===== src/rtl/pll_lock_supervisor_if.sv =====
// Signal bundle between the PLL lock supervisor and its surroundings.
// The supervisor sits on the slave side; the PLL/system side is the master.
interface pll_lock_supervisor_if #(
    parameter int CNT_W = 8
);
    logic             pll_locked;
    logic             pll_resetb;
    logic             sys_reset;
    logic             ready;
    logic [2:0]       state_dbg;
    logic [CNT_W-1:0] timeout_count;
    logic [CNT_W-1:0] lost_count;

    modport slave (
        input  pll_locked,
        output pll_resetb, sys_reset, ready, state_dbg, timeout_count, lost_count
    );

    modport master (
        output pll_locked,
        input  pll_resetb, sys_reset, ready, state_dbg, timeout_count, lost_count
    );
endinterface


===== src/rtl/pll_lock_supervisor.sv =====
// Qualifies the PLL LOCK signal, sequences PLL RESETB and the downstream system
// reset, and keeps saturating debug counts of lock timeouts and lock losses.
module pll_lock_supervisor #(
    parameter int SYNC_STAGES    = 2,
    parameter int PLL_RST_CYCLES = 16,
    parameter int LOCK_TIMEOUT   = 65536,
    parameter int STABLE_CYCLES  = 1024,
    parameter int HOLD_CYCLES    = 256,
    parameter int CNT_W          = 8
) (
    input  logic                   clock_in,
    input  logic                   reset,
    pll_lock_supervisor_if.slave   bus
);
    typedef enum logic [2:0] {
        PLL_RST   = 3'd0,
        WAIT_LOCK = 3'd1,
        STABLE    = 3'd2,
        HOLD      = 3'd3,
        RUN       = 3'd4
    } state_t;

    localparam int MAX_A   = (PLL_RST_CYCLES > LOCK_TIMEOUT) ? PLL_RST_CYCLES : LOCK_TIMEOUT;
    localparam int MAX_B   = (STABLE_CYCLES > HOLD_CYCLES) ? STABLE_CYCLES : HOLD_CYCLES;
    localparam int MAX_CYC = (MAX_A > MAX_B) ? MAX_A : MAX_B;
    localparam int CW      = (MAX_CYC <= 2) ? 1 : $clog2(MAX_CYC);

    localparam logic [CW-1:0] RST_LAST    = CW'(PLL_RST_CYCLES - 1);
    localparam logic [CW-1:0] TMO_LAST    = CW'(LOCK_TIMEOUT - 1);
    localparam logic [CW-1:0] STABLE_LAST = CW'(STABLE_CYCLES - 1);
    localparam logic [CW-1:0] HOLD_LAST   = CW'(HOLD_CYCLES - 1);

    function automatic logic [CNT_W-1:0] sat_inc(input logic [CNT_W-1:0] v);
        if (&v) begin
            return v;
        end else begin
            return v + CNT_W'(1);
        end
    endfunction

    logic [SYNC_STAGES-1:0] sync_q;
    logic                   locked_s;
    state_t                 state_q, state_d;
    logic [CW-1:0]          cyc_q, cyc_d;
    logic [CNT_W-1:0]       tmo_q, tmo_d;
    logic [CNT_W-1:0]       lost_q, lost_d;
    logic                   pll_resetb_q;
    logic                   sys_reset_q;
    logic                   ready_q;

    // LOCK synchroniser into the oscillator domain
    always_ff @(posedge clock_in or posedge reset) begin
        if (reset) begin
            sync_q <= {SYNC_STAGES{1'b0}};
        end else begin
            sync_q <= {sync_q[SYNC_STAGES-2:0], bus.pll_locked};
        end
    end

    assign locked_s = sync_q[SYNC_STAGES-1];

    // Next-state, shared cycle counter and debug counter updates
    always_comb begin
        state_d = state_q;
        tmo_d   = tmo_q;
        lost_d  = lost_q;
        cyc_d   = cyc_q;
        case (state_q)
            PLL_RST: begin
                if (cyc_q == RST_LAST) begin
                    state_d = WAIT_LOCK;
                end else begin
                    state_d = PLL_RST;
                end
            end
            WAIT_LOCK: begin
                // A lock seen on the last window cycle still wins over the timeout
                if (locked_s) begin
                    state_d = STABLE;
                end else if (cyc_q == TMO_LAST) begin
                    state_d = PLL_RST;
                    tmo_d   = sat_inc(tmo_q);
                end else begin
                    state_d = WAIT_LOCK;
                end
            end
            STABLE: begin
                if (!locked_s) begin
                    state_d = WAIT_LOCK;
                end else if (cyc_q == STABLE_LAST) begin
                    state_d = HOLD;
                end else begin
                    state_d = STABLE;
                end
            end
            HOLD: begin
                if (!locked_s) begin
                    state_d = WAIT_LOCK;
                end else if (cyc_q == HOLD_LAST) begin
                    state_d = RUN;
                end else begin
                    state_d = HOLD;
                end
            end
            RUN: begin
                if (!locked_s) begin
                    state_d = PLL_RST;
                    lost_d  = sat_inc(lost_q);
                end else begin
                    state_d = RUN;
                end
            end
            default: begin
                state_d = PLL_RST;
            end
        endcase
        // RUN has no time limit, so the counter is frozen there rather than wrapping
        if (state_d != state_q) begin
            cyc_d = {CW{1'b0}};
        end else if (state_q == RUN) begin
            cyc_d = cyc_q;
        end else begin
            cyc_d = cyc_q + CW'(1);
        end
    end

    // State, counters and registered outputs decoded from the next state
    always_ff @(posedge clock_in or posedge reset) begin
        if (reset) begin
            state_q      <= PLL_RST;
            cyc_q        <= {CW{1'b0}};
            tmo_q        <= {CNT_W{1'b0}};
            lost_q       <= {CNT_W{1'b0}};
            pll_resetb_q <= 1'b0;
            sys_reset_q  <= 1'b1;
            ready_q      <= 1'b0;
        end else begin
            state_q      <= state_d;
            cyc_q        <= cyc_d;
            tmo_q        <= tmo_d;
            lost_q       <= lost_d;
            pll_resetb_q <= (state_d != PLL_RST);
            sys_reset_q  <= (state_d != RUN);
            ready_q      <= (state_d == RUN);
        end
    end

    assign bus.pll_resetb    = pll_resetb_q;
    assign bus.sys_reset     = sys_reset_q;
    assign bus.ready         = ready_q;
    assign bus.state_dbg     = state_q;
    assign bus.timeout_count = tmo_q;
    assign bus.lost_count    = lost_q;
endmodule


===== src/flat_wrapper.sv =====
// flat-port wrapper written by rule: the top's interface ports become plain ports
module pll_lock_supervisor_flat 
#(
    parameter int SYNC_STAGES    = 2,
    parameter int PLL_RST_CYCLES = 16,
    parameter int LOCK_TIMEOUT   = 65536,
    parameter int STABLE_CYCLES  = 1024,
    parameter int HOLD_CYCLES    = 256,
    parameter int CNT_W          = 8
)
  (clock_in, reset, bus_pll_locked, bus_pll_resetb, bus_sys_reset, bus_ready, bus_state_dbg, bus_timeout_count, bus_lost_count);
  pll_lock_supervisor_if #(.CNT_W(CNT_W)) bus_i ();
  input  logic clock_in;
  input  logic reset;
  input wire logic [$bits(bus_i.pll_locked)-1:0] bus_pll_locked;
  output wire logic [$bits(bus_i.pll_resetb)-1:0] bus_pll_resetb;
  output wire logic [$bits(bus_i.sys_reset)-1:0] bus_sys_reset;
  output wire logic [$bits(bus_i.ready)-1:0] bus_ready;
  output wire logic [$bits(bus_i.state_dbg)-1:0] bus_state_dbg;
  output wire logic [$bits(bus_i.timeout_count)-1:0] bus_timeout_count;
  output wire logic [$bits(bus_i.lost_count)-1:0] bus_lost_count;
  assign bus_i.pll_locked = bus_pll_locked;
  assign bus_pll_resetb = bus_i.pll_resetb;
  assign bus_sys_reset = bus_i.sys_reset;
  assign bus_ready = bus_i.ready;
  assign bus_state_dbg = bus_i.state_dbg;
  assign bus_timeout_count = bus_i.timeout_count;
  assign bus_lost_count = bus_i.lost_count;
  pll_lock_supervisor #(.SYNC_STAGES(SYNC_STAGES), .PLL_RST_CYCLES(PLL_RST_CYCLES), .LOCK_TIMEOUT(LOCK_TIMEOUT), .STABLE_CYCLES(STABLE_CYCLES), .HOLD_CYCLES(HOLD_CYCLES), .CNT_W(CNT_W)) u_core (.clock_in(clock_in), .reset(reset), .bus(bus_i));
endmodule

===== config.mk =====
export PLATFORM = sky130hd
export DESIGN_NAME = pll_lock_supervisor_flat
export DESIGN_NICKNAME = d
export VERILOG_FILES = /design/src/rtl/pll_lock_supervisor_if.sv /design/src/rtl/pll_lock_supervisor.sv /design/src/flat_wrapper.sv
export SDC_FILE = /design/constraint.sdc
export NUM_CORES = 1
export LEC_CHECK = 0
export CAP_MARGIN = 20
export CORE_UTILIZATION = 30
export DETAILED_ROUTE_END_ITERATION = 16
export RECOVER_POWER = 50
export SYNTH_ARGS = -nofsm -noshare
export SYNTH_HDL_FRONTEND = slang
export SYNTH_SLANG_ARGS = --single-unit

===== constraint.sdc =====
create_clock -name clock_in -period 5.2 [get_ports clock_in]
set_clock_uncertainty 0.1 [all_clocks]
set_input_delay 0.78 -clock clock_in [delete_from_list [all_inputs] [get_ports clock_in]]
set_output_delay 0.78 -clock clock_in [all_outputs]
set_load 0.03 [all_outputs]

======== After elaboration in Yosys (flattened, before gate mapping) ========
Index checks and enable logic that the tools add are counted.
operators by class
  equality and inequality tests ........... 12
  muxes and demuxes ....................... 11
  add/subtract/negate cells ............... 3
  reductions and logical operators ........ 6
  bitwise logic cells ..................... 3
operators by type and width
  operator                                               number
  two-way mux 16 bit                                     2
  adder 16 x 1 -> 16 bit, second input constant          1
  adder 8 x 1 -> 8 bit, second input constant            2
  == test 16 x 10 -> 1 bit, second input constant        1
  == test 16 bit, second input constant                  1
  == test 16 x 4 -> 1 bit, second input constant         1
  == test 16 x 8 -> 1 bit, second input constant         1
  AND reduction 8 bit                                    2
  two-way mux 3 bit                                      5
  case mux 3 bit (5 select lines)                        1
  == test 3 x 2 -> 1 bit, second input constant          2
  == test 3 bit, second input constant                   2
  AND reduction 4 bit                                    1
  == test 3 x 1 -> 1 bit, second input constant          1
  zero test 3 bit                                        1
  two-way mux 1 bit                                      3
  inequality test 3 bit                                  1
  inequality test 3 bit, second input constant           1
  NOT 1 bit                                              3
  AND reduction 3 bit                                    1
  nonzero test 3 bit                                     1
  inequality test 2 x 1 -> 1 bit, second input constant  1
word-level totals
  input port bits ......................... 3
  bits in registers ....................... 40
  output and inout port bits .............. 22
  word-level logic and storage cells ...... 43

======== Depth between registers and ports, before layout ========
Gate-level depths: netlist (run 1).
  depth after elaboration ................. 6
  mapped depth ............................ 7
  depth with buffers taken out ............ 6

======== Least setup slack after synthesis (run 1) ========
No wires, ideal clock.
  path kind ............................... register to register
  start ................................... reg u_core.state_q[0], in the netlist u_core.bus.state_dbg[0]
  end ..................................... reg u_core.lost_q[1], in the netlist u_core.bus.lost_count[1]
  cell stages (with the launch flop) ...... 6
  data arrival time ....................... 2.093 ns
  period minus slack after synthesis ...... 2.317 ns
  setup time .............................. 0.125 ns
  required time ........................... 4.975 ns
  path buffers ............................ 2
  slack ................................... 2.883 ns
  cells stage by stage .................... dfrtp_1 -> buf_2 -> or3b_2 -> clkbuf_1 -> a311oi_4 -> mux2_2
between the ends
  word-level cells in the longest chain between the ends .. 2
RTL lines
  element                        RTL line                    text
  start: declaration             pll_lock_supervisor.sv:43   state_t state_q, state_d;
  start signal: assignment       pll_lock_supervisor.sv:138  state_q <= state_d;
  == test 3 bit                  pll_lock_supervisor.sv:68   case (state_q)
  AND reduction 3 bit (no line)  --
  end signal: assignment         pll_lock_supervisor.sv:133  lost_q <= {CNT_W{1'b0}};
  end signal: assignment         pll_lock_supervisor.sv:141  lost_q <= lost_d;
  end: declaration               pll_lock_supervisor.sv:46   logic [CNT_W-1:0] lost_q, lost_d;
Every way passes these cells.
A chain may end at the register's enable or synchronous reset.

==> results of run 1 <==
[where the power goes]
part	internal, mW	total (mW)	switching (mW)
registers	0.334	0.370	0.0358
logic	0.0652	0.161	0.0960
clock network	0.0937	0.200	0.106
total	0.493	0.730	0.238
[flip-flops by register name, indices dropped and copies added, names as in the netlist]
name	cells
u_core.bus.lost_count	8
u_core.bus.pll_resetb	1
u_core.bus.ready	1
u_core.bus.state_dbg	3
u_core.bus.sys_reset	1
u_core.bus.timeout_count	8
u_core.cyc_q	16
u_core.sync_q	2
[placed cells by master, fill, tap and decap left out, drive strengths merged, types with 2 or more instances in the layout]
| master | Yosys | routed |
|---|---|---|
| and4 | 3 | 3 |
| xor2 | 16 | 16 |
| dlygate4sd3 | 0 | 3 |
| a211oi | 12 | 12 |
| ha | 3 | 3 |
| or3 | 2 | 2 |
| nor2 | 11 | 11 |
| a21boi | 2 | 2 |
| inv | 4 | 4 |
| or4 | 3 | 3 |
| clkdlybuf4s50 | 0 | 21 |
| nand3 | 12 | 12 |
| nand2 | 19 | 19 |
| nor4 | 3 | 3 |
| nand4 | 10 | 10 |
| and3 | 3 | 3 |
| o2bb2ai | 2 | 2 |
| nor3 | 7 | 7 |
| dfrtp | 39 | 39 |
| and2 | 2 | 2 |
| xnor2 | 13 | 13 |
| clkbuf | 2 | 7 |
[path summary, 6_finish.rpt]
path	depth (start not counted)	startpoint	endpoint
setup / recovery	3	reset	u_core.cyc_q[12]
hold / removal	0	u_core.sync_q[0]	u_core.sync_q[1]
max in group clock_in	5	u_core.cyc_q[11]	u_core.cyc_q[1]
setup reg to reg	5	u_core.cyc_q[11]	u_core.cyc_q[1]
min in group asynchronous	3	reset	u_core.bus.pll_resetb
hold reg to reg	0	u_core.sync_q[0]	u_core.sync_q[1]
[layout make-up]
cell class	count	share of cell area (%)
inverters	4	0.632
repair buffers	25	10.3
flip-flops and latches	40	42.2
multi-input cells	137	39.3
clock buffers	6	3.05
clock inverters	2	0.526
well taps	77	4.05
[cells by family after synthesis]
group / count (synthesis) / share of synthesized area (%)
simple gates: 79 / 22.5
flops: 40 / 49.7
xor+xnor: 29 / 12.6
compound gates: 25 / 10.6
buf+inv: 10 / 2.11
fa+ha+maj: 3 / 1.86
mux: 1 / 0.559
[worst reg2reg max path: stages, from the launching register on]
cell and delay (ps):
dfrtp_1 410, or4_1 580, nor4_1 630, nor2_2 90, o31ai_2 800, a221oi_1 210
[cells in the mapped netlist, types with 2 or more instances]
master,instances,share of area (%)
and4_1,3,1.3
and3_1,3,0.93
nand2_1,19,3.5
nor4_1,2,0.62
a21boi_0,2,0.74
nand3_1,12,3.0
xnor2_1,13,5.6
and2_1,2,0.62
ha_1,3,1.9
xor2_1,16,7.0
or4_1,2,0.74
dfrtp_1,39,48
nor2_1,10,1.9
nand4_1,9,2.8
clkbuf_1,2,0.37
buf_2,4,0.99
o2bb2ai_1,2,0.87
inv_1,4,0.74
a211oi_1,12,4.5
nor3_1,7,1.7
[metal layers]
layer | GRT usage [%] | share of wire, % | vias to the layer above
met2 | 19.4 | 45 | 23
met5 | 0 | 0 | -
met4 | 6.11 | 1.8 | 0
li1 | - | - | 728
met1 | 16.1 | 49 | 727
met3 | 3.07 | 4.1 | 7
[stage by stage]
| step | area, sq um | cells | hold slack, ps |
|---|---|---|---|
| final | 2380 | 291 | 254 |
| after global routing | 2380 | 291 | 267 |
| after CTS | 2420 | 291 | 256 |
| after detailed placement | 2330 | 283 | 237 |
| after global placement | 2330 | 283 | 237 |
| after floorplan | 2020 | 187 | 231 |
==> metrics, run 1 <==
status complete, but fails checks; failing checks DRC, capacitance limit, slew limit; startpoint types primary input; static leakage 1.01 nW; First DRT Iteration DRCs 66; setup TNS 0 ps; Post-CTS Hold Fix Bufs 0; post-CTS sizing 0; overall power about 0.73 mW; CTS Buffer Depth 2; # IOs 25; Yosys reg bits 40; power per cell area just over 300 nW/um^2; crit share post-route a little under 60%; Post-Syn Instances ~190; final setup fails 0; Final WS setup 2190 ps; WP data required ~5100 ps; max-cap viol count 1; drt pass-1 iters 10; Worst Hold Class register to register; insertion delay to the later sink of the worst-skew pair roughly 290 ps; num rows 29; cts bufs inserted 5; syn_area_per_cell 10.8 sq um; Setup Buffers After CTS 0; Worst-path clk slew 80 ps; Worst Tran Pin Value around 2100 ps; vias in the first global route roughly 1500; RSZ-0062 raised after global routing no; Crit. End Element async pin; ANT nets after route 0; first-pass GRT wire length 7.00 mm; GRT Total Usage 12.5%; Netlist cell types 41; Worst IR Drop VDD 0.107 mV; fmax 333 MHz; Ys Warns 0; crit path kind primary input to async pin; initial antenna violation count 0; share of flip-flops with an asynchronous set or reset 100%; worst slack, placed 2390 ps; H-tree depth 2; Hold Fails Final Rpt 0; Mapped Area 2020 sq um; syn nets 193; # DRC 1; Congestion Overflow GR 0; floorplan die height 84.0 um; max-slew violation count 41; filler instances between 600 and 700; Starting Density about a third; post-detail-place hpwl 2.76 mm; Data arrival, critical path ~2900 ps; gp weighted congestion 0.761; CTS root buffer clkbuf_8; CP cell instances dlygate4sd3_1, inv_1, clkbuf_1; drt via density ~5; Slew HR -40.8%; Critical path buffers and inverters 3; routed vias about 1500; Nets 219; crit-path max cell delay 1500 ps; layout cell share with drive strength beyond 1 7.01%; Antenna Cells 0; Main synth FF type dfrtp_1; Multi-input gate area around 930 sq um; CP top delay family buffers and inverters; drt total wl 4.10 mm; die area 7050 sq um; Die Span X around 84 um; Area growth syn-to-layout 17.9%; sequential cell area around 1000 sq um; Layout Utilization 37.0%; clk sinks 40; IO Port Bufs 24; CORE AREA ~6400 sq um; flop2flop setup slack 2210 ps; critical path fanouts, max 40; CP max-delay cell clkbuf_1; EDFF count, synth 0; pin count of the biggest net entering global routing ~40; register area share after synthesis about half; drt wl/cell 14.1 um; CTS tree done; crit path time final 3010 ps
Power figures use the tool's default switching activity.
==> run 2, diff against run 1 <==
- clock period: 5.2 -> 3.1 ns (I/O delays scaled with it)
==> run 2 against run 1 <==
  * The run ends with DRC left
  * Routed wire length shrank 5.3%
  * Critical path depth increased by 2
  * Sequential cell count unchanged
==> metrics, run 2 (same netlist as run 1, synthesis figures left out) <==
Congestion Overflow GR 0 (unchanged); Top Usage Layer GRT met2 (unchanged); CP cell instances or4_4, nor4_1, nor2_2, a211o_1, or3_1 (was dlygate4sd3_1, inv_1, clkbuf_1); Top reg by flops u_core.cyc_q (unchanged); power per cell area 514 nW/um^2 (was 307 nW/um^2); clk sinks 40 (unchanged); # IOs 25 (unchanged); drt pass-1 iters 10 (unchanged); crit-path max cell delay 650 ps (was 1500 ps); Nets 221 (was 219); post-CTS sizing 0 (unchanged); CTS tree done (unchanged); max-cap viol count 0 (was 1); static leakage 1.06 nW (was 1.01 nW); CP max-delay cell nor4_1 (was clkbuf_1); fmax 388 MHz; Seq pwr share 49.7% (was 50.6%); floorplan die height 84.0 um (unchanged); status complete, but fails checks (unchanged); Crit. End Element register (was async pin); layout cell share with drive strength beyond 1 9.26% (was 7.01%); initial antenna violation count 0 (unchanged); filler-free cell count of the finished design 293 (was 291); crit path kind register to register (was primary input to async pin); combinational share of power 21.5% (was 22.1%); Die Span X 84.0 um (unchanged); vias in the first global route 1401 (was 1472); # DRC 1 (unchanged); Worst IR Drop VDD 0.182 mV (was 0.107 mV); First DRT Iteration DRCs 101 (was 66); met3 usage 3.07% (unchanged); Data arrival, critical path 2660 ps (was 2880 ps); M1 GR Usage 16.7% (was 16.1%); ANT nets after route 0 (unchanged); crit share post-route 83.1%; Worst-path clk slew 80 ps (about the same); CTS Buffer Depth 2 (unchanged); startpoint types register (was primary input); num rows 29 (unchanged); RSZ-0062 raised after global routing no (unchanged); # placed instances 285 (was 283); Setup Buffers After CTS 0 (unchanged); Hold Fails Final Rpt 0 (unchanged); number of flip-flops in the largest register 16 (unchanged); final setup fails 0 (unchanged); cts bufs inserted 5 (unchanged); most frequent cells in the layout 39 x dfrtp_1, 19 x nand2_1, 16 x xor2_1, 14 x clkdlybuf4s50_1, 13 x xnor2_1 (was 39 x dfrtp_1, 21 x clkdlybuf4s50_1, 19 x nand2_1, 16 x xor2_1, 13 x xnor2_1); Pint 0.853 mW (was 0.493 mW); Psw 0.393 mW (was 0.238 mW); post-detail-place hpwl 2.64 mm (was 2.76 mm); GRT met2 Usage 17.4% (was 19.4%); pin count of the biggest net entering global routing 41 (unchanged); clock network fraction of design power 28.9% (was 27.3%); Starting Density 31.4% (unchanged); CORE AREA 6420 sq um (unchanged); WP data required 3180 ps (was 5080 ps); routed vias 1497 (was 1485); gp weighted congestion 0.749 (was 0.761); drt wl/cell 13.3 um (was 14.1 um); die area 7050 sq um (unchanged); critical path fanouts, max 4 (was 40); GRT Total Usage 12.0% (was 12.5%); CTS root buffer clkbuf_8 (unchanged); Worst Hold Class register to register (unchanged); worst slack, placed 676 ps (was 2390 ps); Worst Tran Pin Value 980 ps (was 2110 ps); commonest non-fill, non-tap cell in the layout dfrtp_1 (unchanged); Critical path buffers and inverters 0 (was 3); crit path time final 2580 ps; insertion delay to the later sink of the worst-skew pair 290 ps (about the same); Final WS setup 523 ps (was 2190 ps); filler instances 654 (was 650); CP top delay family simple AND/OR/NAND/NOR gates (was buffers and inverters); H-tree depth 2 (unchanged); Area growth syn-to-layout 20.2% (was 17.9%); failing checks DRC (was DRC, capacitance limit, slew limit); setup TNS 0 ps (unchanged); sw frac 31.5% (was 32.6%); Slew HR 34.6% (was -40.8%); drt total wl 3.89 mm (was 4.10 mm); drt via density 5.11 (was 5.10); IO Port Bufs 24 (unchanged); first-pass GRT wire length 6.73 mm (was 7.00 mm); Antenna Cells 0 (unchanged); Post-CTS Hold Fix Bufs 0 (unchanged); max-slew violation count 0 (was 41)
[run 2: cell types whose count changed in the layout (fill, tap and decap cells not counted)]
cell / before / now
clkbuf_2: 0 / 1
or4_4: 0 / 1
buf_4: 0 / 2
a311oi_4: 0 / 1
or4_1: 3 / 2
dlygate4sd3_1: 3 / 10
clkbuf_1: 2 / 1
clkinv_2: 1 / 0
clkdlybuf4s50_1: 21 / 14
a311oi_1: 1 / 0
clkbuf_8: 5 / 6
[run 2: final timing paths]
path                                   from                       to  slack, ps  cells after the start
hold reg to reg            u_core.sync_q[0]         u_core.sync_q[1]        250                      0
max in group asynchronous             reset          u_core.cyc_q[6]       1480                      3
hold / removal             u_core.sync_q[0]         u_core.sync_q[1]        250                      0
setup reg to reg           u_core.cyc_q[11]    u_core.bus.pll_resetb        520                      5
min in group asynchronous             reset  u_core.bus.state_dbg[2]        810                      3
setup / recovery           u_core.cyc_q[11]    u_core.bus.pll_resetb        520                      5
[run 2: through the flow]
| step | total power, mW | hold WS [ps] | utilization (%) | area, sq um |
|---|---|---|---|---|
| 3_5_place_dp | 0.902 | 235 | 36.5 | 2350 |
| 3_3_place_gp | 0.900 | 236 | 36.5 | 2350 |
| 2_1_floorplan | 0.829 | 231 | - | 2020 |
| 4_1_cts | 1.26 | 253 | 38.0 | 2440 |
| 5_1_grt | 1.32 | 264 | 37.7 | 2420 |
| 6_report | 1.25 | 251 | 37.7 | 2420 |
[run 2: power by group through the flow]
stage          Combinational (mW)  Sequential, mW  Clock, mW
3_5_place_dp                0.273           0.630          0
3_3_place_gp                0.270           0.630          0
6_report                    0.268           0.619      0.359
4_1_cts                     0.273           0.620      0.370
5_1_grt                     0.299           0.627      0.394
2_1_floorplan               0.208           0.622          0
[run 2: final cells by class]
class	instances	area, sq um	share of cell area (%)
sequential	40	1000	41.4
clock buffer	7	86.3	3.56
clock inverter	1	7.51	0.310
multi-input combinational	137	956	39.4
timing repair buffer	27	260	10.7
inverter	4	15.0	0.620
tap	77	96.3	3.98
[run 2: worst register-to-register path, cell delays in order, from the launching register on]
cell	delay, ps
dfrtp_1	400
or4_4	540
nor4_1	650
nor2_2	80
a211o_1	320
or3_1	360
[run 2: per-layer routing]
| metal | routed length, um | vias up |
|---|---|---|
| li1 | - | 735 |
| met4 | 69 | 0 |
| met2 | 1690 | 23 |
| met1 | 1970 | 732 |
| met5 | 0 | - |
| met3 | 160 | 7 |
==> variant: new RTL, flow settings as in run 1 <==
`PLL_RST_CYCLES` is set to 16 in 2 places; all go to 32.
--- a/src/rtl/pll_lock_supervisor.sv
+++ b/src/rtl/pll_lock_supervisor.sv
@@ -4,3 +4,3 @@
     parameter int SYNC_STAGES    = 2,
-    parameter int PLL_RST_CYCLES = 16,
+    parameter int PLL_RST_CYCLES = 32,
     parameter int LOCK_TIMEOUT   = 65536,
--- a/src/flat_wrapper.sv
+++ b/src/flat_wrapper.sv
@@ -4,3 +4,3 @@
     parameter int SYNC_STAGES    = 2,
-    parameter int PLL_RST_CYCLES = 16,
+    parameter int PLL_RST_CYCLES = 32,
     parameter int LOCK_TIMEOUT   = 65536,
Function: no difference found for any inputs over 10 cycles, from zero or initial values and one cycle with reset high; that may be too few to reach the edited logic, so the function may still have changed.
==> variant against run 1 <==
- critical path depth unchanged
- sequential cell count did not move
- critical endpoint is now u_core.bus.lost_count[1]$_DFFE_PP0P_
- worst setup slack got worse by 0.027 ns
- worst hold slack lost 0.0027 ns
- synthesized area up 2.4%
- cell area is 1.3% higher
- critical path type unchanged
- the flow finishes with violations (max-capacitance violations, max-slew violations)
- utilization rose by 0.068 points
- count of clock-buffer cells in the layout increased by 2
- wire length fell by 0.80%
- via count up 3.5%
Power is not compared: it rests on default switching activity, and its combinational part moved more than twofold at a synthesized area within 25%.
==> variant: results (changes against run 1) <==
Pwr
  – Leakage: 0.00102 uW

Final layout
  – Share of cells above drive strength 1: 7.24% (was 7.01%)
  – Max reg flops: 16 (unchanged)
  – Post-layout nets: 226 (was 219)

Timing
  – Max Transition Viols Final: 41 (unchanged)
  – Slew headroom: -42.9% (was -40.8%)

Placement
  – Post-Place Cells: 290 (was 283)
  – Hpwl dp: 2790 um (was 2760 um)
  – Gpl congestion: 0.845 (was 0.761)

Clock tree
  – Post-CTS Hold Buffers: 0 (unchanged)
  – Post-cts sizing count: 0 (unchanged)
  – Clock-pin slew on the worst setup and hold paths: 0.06 ns (was 0.08 ns)

Run
  – Max Cap Viol: 1 (unchanged)

Synthesis
  – Yosys cell types: 46 (was 41)
  – Post-synth ARST share: 100% (unchanged)
  – Commonest cells in the netlist: dfrtp_1, xnor2_1, a21oi_1, nand3_1, nor2_1 (was dfrtp_1, nand2_1, xor2_1, xnor2_1)
  – Synth top area cells: dfrtp_1, xnor2_1, xor2_1 (was dfrtp_1, xor2_1, xnor2_1)
  – Seq/Total Area, Yosys: 48.5% (was 49.7%)
  – Syn Area/Cell: 10.5 um2 (was 10.8 um2)

Setup path
  – Worst EP arrival: 2.90 ns (was 2.88 ns)
  – Worst R2R Path Depth: 5 (unchanged)
  – Reg2reg start: u_core.cyc_q[10]$_DFFE_PP0P_ (was u_core.cyc_q[11]$_DFFE_PP0P_)
  – Crit-path max cell delay: 1.52 ns (was 1.50 ns)

Route
  – Initial DRC count: 81 (was 66)
  – Pre-antenna DRT Iters: 4 (was 10)
  – DR vias: 1537 (was 1485)
  – Vias/cell: 5.16 (was 5.10)
  – Final wirelength: 4070 um (was 4100 um)

Run status
  – Violated checks: max-capacitance violations, max-slew violations (was design-rule violations, max-capacitance violations, max-slew violations)
  – Status: finished with violations (unchanged)

Global route
  – Total GRT Usage: 12.3% (was 12.5%)
  – First-pass GRT wire length: 7150 um (was 7000 um)
==> variant: changes by cell type after synthesis, moves of 3 or more <==
cell      before  now
a211oi_1      12    0
a21oi_1        0   15
xnor2_1       13   19
xor2_1        16   10
nand3_1       12   15
nand2_1       19    9
==> variant: how the worst max path moves through the flow <==
stage | endpoint | cells after the start | slack, ns
after floorplan | u_core.bus.lost_count[7]$_DFFE_PP0P_ | 7 | 2.81
after global placement | u_core.cyc_q[0]$_DFFE_PP0P_ | 5 | 2.57
after detailed placement | u_core.cyc_q[2]$_DFFE_PP0P_ | 5 | 2.55
after CTS | u_core.cyc_q[4]$_DFFE_PP0P_ | 5 | 2.53
after global routing | u_core.bus.lost_count[1]$_DFFE_PP0P_ | 3 | 1.70
final | u_core.bus.lost_count[1]$_DFFE_PP0P_ | 3 | 2.17
==> variant: final cells by class <==
cell class	instances	area [um2]
fill	645	4090
inverter	5	18.8
tap	77	96.3
timing repair buffer	25	244
sequential	40	1000
clock buffer	8	90.1
multi-input combinational	143	957
==> variant: metal layers <==
layer / wire (um) / part of all wire (%) / GRT usage [%] / up-vias
li1: - / - / - / 751
met1: 1870 / 46 / 15.9 / 753
met2: 2010 / 49 / 20.6 / 26
met3: 131 / 3.2 / 2.63 / 7
met4: 60 / 1.5 / 4.16 / 0
met5: 0 / 0 / 0 / -
==> variant: power breakdown <==
| group | leakage (uW) | internal, uW | total, uW | switching (uW) |
|---|---|---|---|---|
| Clock | 0.0000455 | 108 | 208 | 99.4 |
| Sequential | 0.000546 | 323 | 337 | 13.8 |
| Combinational | 0.000430 | 16.3 | 38.2 | 21.9 |
==> variant: through the flow <==
| stage | hold WS (ns) | area (um2) | util (%) |
|---|---|---|---|
| 4_1_cts | 0.255 | 2450 | 37.7 |
| 6_report | 0.251 | 2410 | 37.1 |
| 3_5_place_dp | 0.239 | 2360 | 36.3 |
| 3_3_place_gp | 0.233 | 2360 | 36.3 |
| 5_1_grt | 0.262 | 2410 | 37.1 |
| 2_1_floorplan | 0.231 | 2060 | - |
==> variant: kinds of logic after synthesis <==
logic type / after synthesis / synth area share [%]
fa+ha+maj: 3 / 1.82
buf+inv: 14 / 3.33
flops: 40 / 48.5
compound gates: 28 / 9.27
xor+xnor: 29 / 12.3
simple gates: 80 / 23.2
mux: 3 / 1.58
==> variant: worst reg2reg max path, delay by kind of cell, from the launching register on <==
family	cells	cell delay (ns)
compound gates	2	0.94
flops	1	0.43
simple gates	3	1.37
